## config.mk

```make
export PLATFORM = sky130hd
export DESIGN_NAME = timer_core
export DESIGN_NICKNAME = d
export VERILOG_FILES = /design/src/rtl/timer_core.sv
export SDC_FILE = /design/constraint.sdc
export NUM_CORES = 1
export LEC_CHECK = 0
export ABC_AREA = 1
export BUFFER_PORTS_ARGS = -buffer_cell sky130_fd_sc_hd__buf_2
export CAP_MARGIN = 20
export CORE_MARGIN = 1
export CORE_UTILIZATION = 65
export DETAILED_ROUTE_END_ITERATION = 10
export PLACE_DENSITY = 0.86
export SETUP_SLACK_MARGIN = 0.5
export SYNTH_ARGS = -nofsm -noshare
export SYNTH_HDL_FRONTEND = slang
export SYNTH_SLANG_ARGS = --single-unit
```

## constraint.sdc

```tcl
create_clock -name clk -period 5.3 [get_ports clk]
set_clock_uncertainty 0.2 [all_clocks]
set_input_delay 0.265 -clock clk [delete_from_list [all_inputs] [get_ports clk]]
set_output_delay 0.265 -clock clk [all_outputs]
set_load 0.02 [all_outputs]
```

## src/rtl/timer_core.sv

```systemverilog
// HH:MM:SS BCD timer engine: count up/down, BCD preload, lap hold, done pulse and blink LED.
// Digit order in packed vectors is {hr1, hr0, min1, min0, sec1, sec0}.
module timer_core #(
   parameter int TICK_DIV = 100_000_000,
   parameter int HR_MAX   = 23,
   parameter bit WRAP     = 1'b1
) (
   input  logic       clk,
   input  logic       rstn,
   input  logic       run_tgl,
   input  logic       clr,
   input  logic       mode,
   input  logic       load,
   input  logic [7:0] ld_sec,
   input  logic [7:0] ld_min,
   input  logic [7:0] ld_hr,
   input  logic       lap,
   output logic [3:0] sec0,
   output logic [3:0] sec1,
   output logic [3:0] min0,
   output logic [3:0] min1,
   output logic [3:0] hr0,
   output logic [3:0] hr1,
   output logic       running,
   output logic       hold,
   output logic       done,
   output logic       load_err,
   output logic       led
);

   localparam int             PW       = $clog2(TICK_DIV);
   localparam logic [PW-1:0]  PRE_LAST = PW'(TICK_DIV - 1);
   localparam logic [PW-1:0]  PRE_HALF = PW'(TICK_DIV / 2);
   localparam logic [23:0]    CNT_MAX  = {4'(HR_MAX / 10), 4'(HR_MAX % 10), 16'h5959};

   logic [23:0]   r_cnt;
   logic [23:0]   r_snap;
   logic [PW-1:0] r_pre;
   logic          r_run;
   logic          r_hold;
   logic          r_done;
   logic          r_lerr;

   logic [23:0]   w_cnt_nx;
   logic [PW-1:0] w_pre_nx;
   logic          w_run_nx;
   logic          w_done_nx;
   logic          w_lerr_nx;
   logic [7:0]    w_ld_hr_val;
   logic          w_ld_ok;

   // Seconds/minutes tens roll over at 5; hour units at 9; hour tens just increments.
   function automatic logic [23:0] bcd_up(input logic [23:0] c);
      logic [5:0][3:0] d;
      logic            cy;
      logic [3:0]      lim;
      d  = c;
      cy = 1'b1;
      for (int i = 0; i < 6; i++) begin
         lim = (i == 1 || i == 3) ? 4'd5 : 4'd9;
         if (cy) begin
            if (i == 5) begin
               d[i] = d[i] + 4'd1;
               cy   = 1'b0;
            end else if (d[i] == lim) begin
               d[i] = 4'd0;
            end else begin
               d[i] = d[i] + 4'd1;
               cy   = 1'b0;
            end
         end
      end
      return d;
   endfunction

   function automatic logic [23:0] bcd_dn(input logic [23:0] c);
      logic [5:0][3:0] d;
      logic            bw;
      logic [3:0]      lim;
      d  = c;
      bw = 1'b1;
      for (int i = 0; i < 6; i++) begin
         lim = (i == 1 || i == 3) ? 4'd5 : 4'd9;
         if (bw) begin
            if (i == 5) begin
               d[i] = d[i] - 4'd1;
               bw   = 1'b0;
            end else if (d[i] == 4'd0) begin
               d[i] = lim;
            end else begin
               d[i] = d[i] - 4'd1;
               bw   = 1'b0;
            end
         end
      end
      return d;
   endfunction

   assign w_ld_hr_val = {4'd0, ld_hr[7:4]} * 8'd10 + {4'd0, ld_hr[3:0]};
   assign w_ld_ok = (ld_sec[3:0] <= 4'd9) && (ld_sec[7:4] <= 4'd5) &&
                    (ld_min[3:0] <= 4'd9) && (ld_min[7:4] <= 4'd5) &&
                    (ld_hr[3:0]  <= 4'd9) && (ld_hr[7:4]  <= 4'd9) &&
                    (w_ld_hr_val <= 8'(HR_MAX));

   // Priority clr > load > run_tgl > tick; only the winner acts this cycle.
   always_comb begin
      w_cnt_nx  = r_cnt;
      w_pre_nx  = r_pre;
      w_run_nx  = r_run;
      w_done_nx = 1'b0;
      w_lerr_nx = 1'b0;
      if (clr) begin
         w_cnt_nx = '0;
         w_pre_nx = '0;
         w_run_nx = 1'b0;
      end else if (load) begin
         if (r_run || !w_ld_ok) begin
            w_lerr_nx = 1'b1;
         end else begin
            w_cnt_nx = {ld_hr, ld_min, ld_sec};
            w_pre_nx = '0;
         end
      end else if (run_tgl) begin
         if (r_run || !mode || (r_cnt != 24'h0))
            w_run_nx = !r_run;
      end else if (r_run) begin
         if (r_pre == PRE_LAST) begin
            w_pre_nx = '0;
            if (!mode) begin
               if (r_cnt == CNT_MAX) begin
                  w_done_nx = 1'b1;
                  if (WRAP) w_cnt_nx = '0;
                  else      w_run_nx = 1'b0;
               end else begin
                  w_cnt_nx = bcd_up(r_cnt);
               end
            end else if (r_cnt == 24'h0 || r_cnt == 24'h1) begin
               w_cnt_nx  = '0;
               w_done_nx = 1'b1;
               w_run_nx  = 1'b0;
            end else begin
               w_cnt_nx = bcd_dn(r_cnt);
            end
         end else begin
            w_pre_nx = r_pre + 1'b1;
         end
      end
   end

   always_ff @(posedge clk or negedge rstn) begin
      if (!rstn) begin
         r_cnt  <= '0;
         r_pre  <= '0;
         r_run  <= 1'b0;
         r_done <= 1'b0;
         r_lerr <= 1'b0;
         r_hold <= 1'b0;
      end else begin
         r_cnt  <= w_cnt_nx;
         r_pre  <= w_pre_nx;
         r_run  <= w_run_nx;
         r_done <= w_done_nx;
         r_lerr <= w_lerr_nx;
         if (clr)       r_hold <= 1'b0;
         else if (lap)  r_hold <= !r_hold;
      end
   end

   // Snapshot is only visible while r_hold is set, so it needs no reset.
   always_ff @(posedge clk) begin
      if (!clr && lap && !r_hold)
         r_snap <= r_cnt;
   end

   assign {hr1, hr0, min1, min0, sec1, sec0} = r_hold ? r_snap : r_cnt;
   assign running  = r_run;
   assign hold     = r_hold;
   assign done     = r_done;
   assign load_err = r_lerr;
   assign led      = r_run && (r_pre < PRE_HALF);

endmodule

```

# --- Word level (Yosys, flattened, before mapping) ---
# Index checks and enable logic that the tools add are counted.
# Widths: inputs -> output; s select.
word_totals:
  register_bits: 79
  inputBits: 31
  output_inout_bits: 29
  word_cells: 238
classes:
  addsub: 14
  n_mul: 1
  order_cmp: 8
  eq_ne: 17
  n_mux: 145
  reduce_logical: 41
op_table:
  columns: ["op", "n"]
  rows:
  - ["$mux 24", 10]
  - ["$mux 27", 6]
  - ["$mux 1", 109]
  - ["$mux 4", 20]
  - ["$reduce_and 6->1", 5]
  - ["$add 27x1->27 const B", 1]
  - ["$eq 27x27->1 const B", 1]
  - ["$lt 27x26->1 const B", 1]
  - ["$ne 5x2->1 const B", 5]
  - ["$reduce_bool 5->1", 5]
  - ["$add 4x1->4 const B", 6]
  - ["$eq 24x1->1 const B", 1]
  - ["$eq 24x22->1 const B", 1]
  - ["$logic_not 24->1", 1]
  - ["$reduce_bool 24->1", 1]
  - ["$sub 4x1->4 const B", 6]
  - ["$logic_not 4->1", 5]
  - ["$le 4x4->1 const B", 4]
  - ["$eq 4x4->1 const B", 3]
  - ["$logic_and 1x1->1", 9]
  - ["$add 8x4->8", 1]
  - ["$eq 4x3->1 const B", 2]
  - ["$le 4x3->1 const B", 2]
  - ["$le 8x5->1 const B", 1]
  - ["other kinds (11)", 20]

# --- Longest topological paths before layout ---
logic_depth:
  ltp_word: 49
  mapped_depth: 18
  ltp_nobuf: 17

# --- Least setup slack after synthesis ---
# Ideal clock, no wire load.
synth_path:
  kind: "register -> register"
  from: "register r_hold (netlist: hold)"
  to: "register r_snap[0] (enable)"
  setup_time_ps: 437
  arrival_ps: 2261
  required_ps: 4663
  setup_slack_ps: 2402
  stages_incl_launch_ff: 2
  path_buffers: 0
  period_less_slack_ps: 2898
  cell_sequence: "dfrtp_1 -> nor3_1"
synth_between:
  elab_chain_cells: 2
synth_lines:
  columns: ["item", "line", "rtl"]
  rows:
  - ["start: declaration", "40", "logic r_hold;"]
  - ["start signal: assignment", "165", "else if (lap) r_hold <= !r_hold;"]
  - ["$logic_not 1->1", "171", "if (!clr && lap && !r_hold)"]
  - ["$logic_and 1x1->1", "171", null]
  - ["end signal: assignment", "172", "r_snap <= r_cnt;"]
  - ["end: declaration", "37", "logic [23:0] r_snap;"]
# Every way passes these cells.
# A chain may end at the register's enable or synchronous reset.

# --- Worst setup path after layout ---
layout_path:
  from: "input load"
  to: "register r_cnt[0]"
layout_between:
  elab_chain_cells: 2
  word_cells_on_any_way: 7
  classes_between: "eq/ne: 2; mux: 2; reduce/logical: 3"
layout_lines:
  columns: ["item", "line", "rtl"]
  rows:
  - ["start: declaration", "13", "input logic load,"]
  - ["$ne 3x3->1 (no source line), or another cell as far along", null, null]
  - ["$reduce_and 4->1 (no source line) or $mux 24 (tied branches)", null, null]
  - ["end signal: assignment", "159", "r_cnt <= w_cnt_nx;"]
  - ["end: declaration", "36", "logic [23:0] r_cnt;"]
# Parallel ways exist; a longest one is shown, timed or not.

==> metrics.csv <==
metric,value,unit
ctsRootBufferMaster,clkbuf_8,
fp.dieH,99.8,um
cp_data_required_time,5.34,ns
clk_transition_reported_paths,0.08,ns
tritoncts,done,
die_area,0.00996,mm2
violation_count_after_the_first_detailed_routing_iteration,602,
holdPathEnd,r_cnt[5]$_DFFE_PN0P_,
via_count_of_the_first_global_routing_pass,6185,
cp-start-kind,input port,
crit_type,input port to flip-flop,
antennaDiodeCount,0,
synth.avg_cell_area,6.86,um2
final.min_clock_period,2.76,ns
dp.cells,1073,
outcome,"finished, final reports clean",
min-delay-path-class,input port to flip-flop,
number_of_max_slew_violations_in_the_final_report,0,
overflow,0,
max_slew_headroom,25.4,%
avgRoutedWirePerCell,16.8,um
fraction_of_the_cycle_the_final_worst_path_needs,52.1,%
synth.ff_latch_count,79,
worstSetupStartpoint,load,
switching_power,0.000735,W
timing.critical_path.fanout_max,23,
non_filler_cells_in_the_finished_layout,1091,
synth_cells,906,
detail_route.first_pass.iterations,5,
post_synthesis_to_final_layout_area_growth,9.84,%
setup_viol_count_final,0,
finalHoldViolCount,0,
fraction_of_final_layout_cells_with_drive_strength_greater_than_1,13.2,%
fp.coreArea,0.00924,mm2
clkSinkCount,79,
hold_path.startpoint,ld_sec[5],
grt_max_degree,56,
seq_area_frac_synth,33.7,%
net_count_after_synthesis,967,
fin_total_pwr,0.00189,W
grt_first_pass_wirelength,29.9,mm
intPower,0.00116,W
drt-vias-per-instance,6.02,
yosys_warnings,0,
number_of_antenna_violating_nets_in_the_routed_design,0,
drv.max_cap_violation_count,0,
r2r.worst_path.cells,11,
multi_input_comb_area,0.00360,mm2
max_clock_freq,362,MHz
std_cell_rows,35,
setup_tns,0,ns
wl,18.4,mm
power.switching_fraction,38.8,%
antenna_found_initial,0,
regToRegEndpoint,r_cnt[0]$_DFFE_PN0P_,
post-cts-setup-buffers,0,
arrival,2.80,ns
sequential_power_share,40.2,%
worstMarginPinSlew,1.11,ns
detailroute.via_count,6572,
design.portCount,60,
clock_latency,0.36,ns
power.density,277,mW/mm2
cts_made_buffers,9,
die_width,99.8,um
timing.critical_path.to_type,flip-flop,
globalRouteTotalUtil,38.4,%
layout.nets,1018,
worst-r2r-setup-slack,2.57,ns
detailed_place_hpwl,13.5,mm
numPortBuffers,59,
cts-root-to-sink-buffers,2,
mappedNetlistArea,0.00622,mm2
gp_congestion,0.985,
start_util,67.3,%
layout.filler_cells,756,
timing.rr.start,r_pre[0]$_DFFE_PN0P_,
area_of_all_sequential_standard_cells,0.00210,mm2
min_path_cells,5,
grt_setup_unrepaired,no,
ir_worst_vdd,0.000148,V
yosysUniqueCellTypes,41,
leakagePower,3.18,nW
ctsHtreeMaxLevel,3,
clockPowerShare,26.7,%
power.share.combinational,33.2,%
route.detailed.drc,0,
-- placed cells by master (no fill, tap or decap), types with 3 or more instances in the layout --
cell,instances
nand3_1,84
xnor2_1,3
o22ai_1,6
o21bai_1,18
inv_1,92
dfrtp_1,55
a31oi_1,3
ha_1,28
buf_4,5
edfxtp_1,24
inv_2,14
nand4_1,22
a21oi_1,19
o21ai_0,90
nor2_2,6
xor2_1,10
o31ai_1,3
clkbuf_8,9
nor2_4,7
o211ai_1,3
nand3_2,6
nand2_1,245
nor3_1,29
buf_2,59
nor2_1,85
nand2_2,10
-- cell usage after synthesis (all sizes together) --
library cell  number  area [um2]
clkinv             1        3.75
a31oi              3        18.8
o211ai             3        22.5
o2111ai            2        17.5
a21o               1        7.51
a211oi             1        7.51
inv              106         398
o311ai             1        8.76
nand2            256         993
clkbuf            13        48.8
a21oi             19        95.1
o31ai              3        22.5
edfxtp            24         721
nor2              98         435
nor3              30         150
a21boi             1        7.51
xor2              10        87.6
nand3b             1        11.3
nor3b              2        15.0
nand3             91         498
xnor2              3        26.3
o22ai              6        37.5
nand4             22         138
fa                 2        40.0
dfrtp             55        1380
a41oi              1        8.76
o21ai             92         460
buf               13        75.1
o21bai            18         135
ha                28         350
-- metal layers --
layer / track usage (%) / wire [um] / vias to the layer above
li1: - / - / 3096
met1: 47.6 / 7110 / 3041
met2: 64.9 / 9040 / 360
met3: 4.94 / 1410 / 75
met4: 21.7 / 813 / 0
met5: 0 / 0 / -
-- worst max-delay path: stages --
cell and delay (ns):
buf_2 0.31, inv_1 0.25, nor2_1 0.89, buf_4 0.32
nand2_2 0.11, nand3_4 0.28, inv_1 0.19, nand2_1 0.10
o21ai_0 0.07
-- worst max-delay path by stage --
stage / end / cells after the start / slack, ns
6_report: r_cnt[0]$_DFFE_PN0P_ / 9 / 2.54
5_1_grt: r_cnt[2]$_DFFE_PN0P_ / 18 / 2.28
4_1_cts: r_cnt[0]$_DFFE_PN0P_ / 18 / 2.55
3_5_place_dp: r_cnt[0]$_DFFE_PN0P_ / 18 / 2.20
3_3_place_gp: r_pre[15]$_DFFE_PN0P_ / 7 / 2.33
2_1_floorplan: r_snap[0]$_DFFE_PP_ / 1 / 2.40
-- timing repair --
action	CTS	global route
gates resized for setup	0	0
hold buffers	2	0
hold endpoints to repair	56	0
-- metrics by stage --
stage / setup WS (ns) / instance area (um2) / hold WS (ns) / utilization [%]
floorplan: 2.40 / 6220 / -0.231 / -
global placement: 2.33 / 6600 / 0.247 / 71.4
detailed placement: 2.20 / 6600 / 0.258 / 71.4
CTS: 2.55 / 6830 / 0.0348 / 73.9
global route: 2.28 / 6830 / 0.0657 / 73.9
finish: 2.54 / 6830 / 0.0345 / 73.9
-- final cells by class --
class	count	share of cell area, %
clock buffers	10	1.87
clock inverters	6	1.25
inverters	107	5.88
multi-input cells	694	52.8
flip-flops and latches	79	30.7
well taps	129	2.36
repair buffers	66	5.17
-- logic make-up (layout without fill, tap and decap cells) --
group / after synthesis / count (layout) / synth area share, %
and+or+nand+nor: 500 / 500 / 36.0
DFF: 79 / 79 / 33.7
buffers and inverters: 133 / 189 / 8.45
adders and majority gates: 30 / 30 / 6.28
AOI/OAI and AO/OA: 151 / 151 / 13.7
xor gates and xnor gates: 13 / 13 / 1.83
-- power groups by stage --
stage | combinational [W] | sequential (W) | clock (W)
final | 0.000628 | 0.000760 | 0.000504
after floorplan | 0.000441 | 0.000753 | 0
after global routing | 0.000700 | 0.000767 | 0.000526
after CTS | 0.000616 | 0.000756 | 0.000507
after global placement | 0.000581 | 0.000765 | 0
after detailed placement | 0.000607 | 0.000769 | 0
-- sequential cells by signal, summed over array words and instances, names as in the netlist --
name	flops
hold	1
load_err	1
r_snap	24
running	1
done	1
r_cnt	24
r_pre	27
Power figures use the tool's default switching activity.
